--- src/rtl/fwd_hazard_unit.sv ---
// Forwarding-select and load-use hazard unit: tracks destination tags from EX to the
// last tracked stage, picks the youngest ready producer per EX operand and stalls ID on load-use.
module fwd_hazard_unit #(
    parameter  int REG_W      = 5,
    parameter  int N_SRC      = 2,
    parameter  int DEPTH      = 3,
    parameter  int LOAD_STAGE = 2,
    parameter  int CNT_W      = 16,
    localparam int SEL_W      = $clog2(DEPTH)
) (
    input  logic                   clk,
    input  logic                   rst,
    input  logic                   id_valid,
    input  logic [N_SRC*REG_W-1:0] id_src,
    input  logic [REG_W-1:0]       id_rd,
    input  logic                   id_reg_write,
    input  logic                   id_is_load,
    input  logic                   ext_stall,
    input  logic                   flush,
    output logic                   stall,
    output logic                   ex_valid,
    output logic [N_SRC*SEL_W-1:0] ex_sel,
    output logic [CNT_W-1:0]       stall_cnt
);

    logic             pipe_v  [DEPTH];
    logic [REG_W-1:0] pipe_rd [DEPTH];
    logic             pipe_we [DEPTH];
    logic             pipe_ld [DEPTH];
    logic [REG_W-1:0] ex_src  [N_SRC];
    logic             hz_stall;

    function automatic logic [CNT_W-1:0] sat_inc(input logic [CNT_W-1:0] cnt);
        return (cnt == {CNT_W{1'b1}}) ? cnt : cnt + 1'b1;
    endfunction

    // A load younger than LOAD_STAGE-1 cannot feed an ID consumer by the time it reaches EX.
    always_comb begin
        hz_stall = 1'b0;
        if (id_valid && !flush) begin
            for (int k = 0; k < LOAD_STAGE - 1; k++) begin
                for (int j = 0; j < N_SRC; j++) begin
                    if (pipe_v[k] && pipe_we[k] && pipe_ld[k] && (pipe_rd[k] != '0) &&
                        (pipe_rd[k] == id_src[j*REG_W +: REG_W]))
                        hz_stall = 1'b1;
                end
            end
        end
    end

    // Scanning oldest to youngest lets the youngest qualifying producer overwrite.
    always_comb begin
        ex_sel = '0;
        for (int j = 0; j < N_SRC; j++) begin
            for (int k = DEPTH - 1; k >= 1; k--) begin
                if (pipe_v[0] && pipe_v[k] && pipe_we[k] && (pipe_rd[k] != '0) &&
                    (pipe_rd[k] == ex_src[j]) && (!pipe_ld[k] || (k >= LOAD_STAGE)))
                    ex_sel[j*SEL_W +: SEL_W] = SEL_W'(k);
            end
        end
    end

    assign ex_valid = pipe_v[0];
    assign stall    = hz_stall | ext_stall;

    // ID -> pipe[0] -> ... -> pipe[DEPTH-1] : control
    always_ff @(posedge clk) begin
        if (rst) begin
            for (int k = 0; k < DEPTH; k++) pipe_v[k] <= 1'b0;
            stall_cnt <= '0;
        end else if (!ext_stall) begin
            pipe_v[0] <= id_valid && !hz_stall && !flush;
            for (int k = 1; k < DEPTH; k++) pipe_v[k] <= pipe_v[k-1];
            if (hz_stall) stall_cnt <= sat_inc(stall_cnt);
        end
    end

    // ID -> pipe[0] -> ... -> pipe[DEPTH-1] : tags, qualified by pipe_v
    always_ff @(posedge clk) begin
        if (!ext_stall) begin
            pipe_rd[0] <= id_rd;
            pipe_we[0] <= id_reg_write;
            pipe_ld[0] <= id_is_load;
            for (int k = 1; k < DEPTH; k++) begin
                pipe_rd[k] <= pipe_rd[k-1];
                pipe_we[k] <= pipe_we[k-1];
                pipe_ld[k] <= pipe_ld[k-1];
            end
            for (int j = 0; j < N_SRC; j++) ex_src[j] <= id_src[j*REG_W +: REG_W];
        end
    end

endmodule

--- config.mk ---
export PLATFORM = sky130hd
export DESIGN_NAME = fwd_hazard_unit
export DESIGN_NICKNAME = d
export VERILOG_FILES = /design/src/rtl/fwd_hazard_unit.sv
export SDC_FILE = /design/constraint.sdc
export NUM_CORES = 1
export LEC_CHECK = 0
export CORE_UTILIZATION = 50
export DETAILED_ROUTE_END_ITERATION = 6
export PLACE_DENSITY_LB_ADDON = 0.3
export SLEW_MARGIN = 10
export SYNTH_ARGS = -nofsm -noshare
export SYNTH_HDL_FRONTEND = slang
export SYNTH_SLANG_ARGS = --single-unit
--- constraint.sdc ---
create_clock -name clk -period 3.34 [get_ports clk]
set_input_delay 1.002 -clock clk [delete_from_list [all_inputs] [get_ports clk]]
set_output_delay 1.002 -clock clk [all_outputs]
set_load 0.01 [all_outputs]
==> metrics.md <==
| Metric | Value |
|---|---|
| Worst Path Max Fanout | 2 |
| Yosys warns | 0 |
| Worst EP required | 2.34 ns |
| Die H | 70.48 microns |
| Via density | 5.521 |
| Buffers added on ports | 43 |
| DR WL/cell | 15.22 microns |
| Post-synth cell types | 39 |
| DP Wirelength | 3461 microns |
| Worst skew pair latency | 0.30 ns |
| CTS tree | done |
| Violated checks | design-rule violations |
| Max Fclk | 314.0 MHz |
| Share of cells above drive strength 1 | 13.62% |
| FF+latch count, synth | 49 |
| Crit Reg-Reg Endpoint | stall_cnt[15] |
| Met2 wire length | 2474 microns |
| RR Startpoint | pipe_rd[0][4] |
| Most common cell after layout, fill and taps aside | edfxtp_1 |
| Clock skew | 0.008988 ns |
| FILL cells | 339 |
| Tightest Pin Transition | 0.5889 ns |
| Post-synthesis sequential area ratio | 55.92% |
| Simple-gate area share of the yosys netlist | 21.02% |
| Slew HR | 60.62% |
| Min cycle time layout | 3.184 ns |
| Clk buf depth | 2 |
| Drt pass-1 iters | 7 |
| Die ar. | 4967 sq um |
| Status | finished with violations |
| Num CTS Buffers | 5 |
| WL final | 4703 microns |
| CTS Sinks | 49 |
| Post-synthesis net count | 222 |
| Crit Path Class | primary input to primary output |
| XOR/XNOR Fraction of Synth Area | 13.07% |
| Cells after synthesis | 199 |
| Total GRT Usage | 20.52% |
| Compound-Gate Fraction of Synth Area | 5.550% |
| CP Capture Type | primary output |
| Hold endpoint | pipe_we[0][2] |
| First-pass GRT wire length | 7769 microns |
| Clk root buf | clkbuf_8 |
| Nets@finish | 279 |
| Post-Layout Cell Count | 309 |
| Synthesized cell area | 2345 sq um |
| DP Cell Count | 298 |
| Static leakage | 1.152 nW |
| Max-slew violations | 0 |
| Multi-input gate area | 1027 sq um |
| GP Congestion | 0.8351 |
| Die width | 70.48 microns |
| R2R depth | 9 |
| Core area | 4444 sq um |
| RSZ-0062 raised after global routing | no |
| PD cells | 416.5 nW/um^2 |
| N_diodes | 0 |
| Largest family of logic cells by synthesized area | simple AND/OR/NAND/NOR gates |
| Crit path launch type | primary input |
| DRT iter0 DRCs | 68 |
| Largest net degree at the start of global routing | 31 |
| Post-route DRC | 2 |
| Hold path depth | 0 |
| Top layer in use | met4 |
| Tcrit/Tclk final | 95.34% |
| Via count | 1706 |
| Peak supply drop | 207.5 uV |
| FF/Latch Area | 1311 sq um |
| Final number of hold-violating endpoints | 0 |
| Fin util | 68.72% |
| Wl on met1 | 2042 microns |
| Starting density of the core | 52.76% |
| Vias in the first global route | 1665 |
| Most frequent cells in the layout | 33 x edfxtp_1, 30 x clkdlybuf4s50_1, 19 x xnor2_1 |
| Routed wl met3 | 127 microns |
| Area share of fa/ha/maj cells after synthesis | 0.5336% |
| I/O Pins | 44 |
| H-tree levels | 2 |
| Number of max-cap violations | 0 |
| HP Class | flop to flop |
| Mapped Avg Cell Area | 11.78 sq um |
| Worst endpoint data arrival time | 2.18 ns |
| Syn-to-layout area delta | 30.26% |
| Row Count | 24 |
| Post-synthesis mux area share | 2.561% |
| Initial antenna violation count | 0 |
| DRT antenna net count | 0 |
| R2r setup slk | 1.06 ns |
| Grt ovf | 0 |
| Hold Path Origin | pipe_we[0][1] |
| Final setup violation count | 0 |
| Clock slew at reported path FFs | 0.09 ns |
## how the worst max path moves through the flow
stage | from | end | slack, ns | cells after the start
floorplan | ext_stall | stall_cnt[15] | 0.25 | 6
global placement | id_src[0] | stall | -0.50 | 7
detailed placement | id_src[2] | stall | -0.54 | 7
CTS | id_src[9] | stall | -0.14 | 7
global route | id_src[0] | stall | 0.04 | 7
finish | id_src[2] | stall | 0.16 | 7
## worst max-delay path, stage by stage
cell           delay (ns)
dlygate4sd2_1        0.26
xnor2_2              0.15
nand3_1              0.14
o22ai_4              0.18
and2_4               0.17
a31o_2               0.15
buf_2                0.12
## area by class of cell
cell class,count,area share (%)
clock inverter,2,1.229
sequential,49,42.93
tap,52,2.130
multi-input combinational,142,33.63
clock buffer,6,2.704
inverter,5,0.6145
timing repair buffer,53,16.76
## where the power goes
part | switching [mW] | internal [mW]
combinational | 0.0557 | 0.0682
sequential | 0.0278 | 0.681
clock | 0.196 | 0.244
## cell families (layout without fill, tap and decap cells)
logic type / after synthesis / after routing
multiplexers: 5 / 5
adder cells (fa/ha/maj): 1 / 1
buffers and inverters: 8 / 66
AND/OR/NAND/NOR: 85 / 85
flip-flops: 49 / 49
AO/OA/AOI/OAI: 16 / 16
XOR/XNOR: 35 / 35
## registers in the layout, indices dropped and copies added (netlist names)
| signal | count |
|---|---|
| pipe_ld | 2 |
| pipe_we | 3 |
| pipe_v | 3 |
| ex_src | 10 |
| stall_cnt | 16 |
| pipe_rd | 15 |
## Yosys cell counts, drive strengths merged
library cell  instances  area share (%)
edfxtp               33              42
xnor2                22             8.2
dfxtp                16              14
nor2                 16             2.7
nand3                15             3.4
xor2                 13             4.9
nand2                10             1.7
nand4                10             2.7
a21oi                 6             1.8
and3                  5             1.3
inv                   5            0.80
mux2                  5             2.6
nor2b                 5             1.3
nor4                  5             1.6
and2                  4             1.1
nor3                  4             1.1
or3                   4             1.1
o21ai                 3            0.64
a311oi                2            0.75
a41o                  2            0.85
and4                  2            0.75
clkbuf                2            0.32
or4                   2            0.64
a31o                  1            0.37
and4b                 1            0.43
buf                   1            0.21
ha                    1            0.53
nand2b                1            0.27
nor4b                 1             1.0
o22ai                 1            0.85
o31ai                 1            0.32
## per-layer routing
| metal | GRT usage, % | vias up |
|---|---|---|
| met5 | 0 | - |
| li1 | - | 843 |
| met4 | 6.122 | 0 |
| met1 | 23.96 | 828 |
| met2 | 37.54 | 30 |
| met3 | 4.329 | 5 |
## metrics by stage
stage	setup slack, ns	area [sq um]	TNS [ns]	hold WS [ns]	total power [mW]
after detailed placement	-0.5403	2880	-0.5403	0.4322	0.8433
after global placement	-0.5001	2880	-0.5001	0.4348	0.8383
after floorplan	0.2534	2345	0	0.4192	0.7843
after global routing	0.04025	3054	0	0.4618	1.319
final	0.1556	3054	0	0.4532	1.272
after CTS	-0.1447	3013	-0.1447	0.4539	1.278
## what timing repair did
action | 4_1_cts | 5_1_grt
setup endpoints to repair | 3 | 1
gates resized for setup | 10 | 11
hold buffers | 0 | 0
setup buffers | 2 | 1
pin swaps | 4 | 6
No activity file was read; power rests on OpenSTA's default activity.
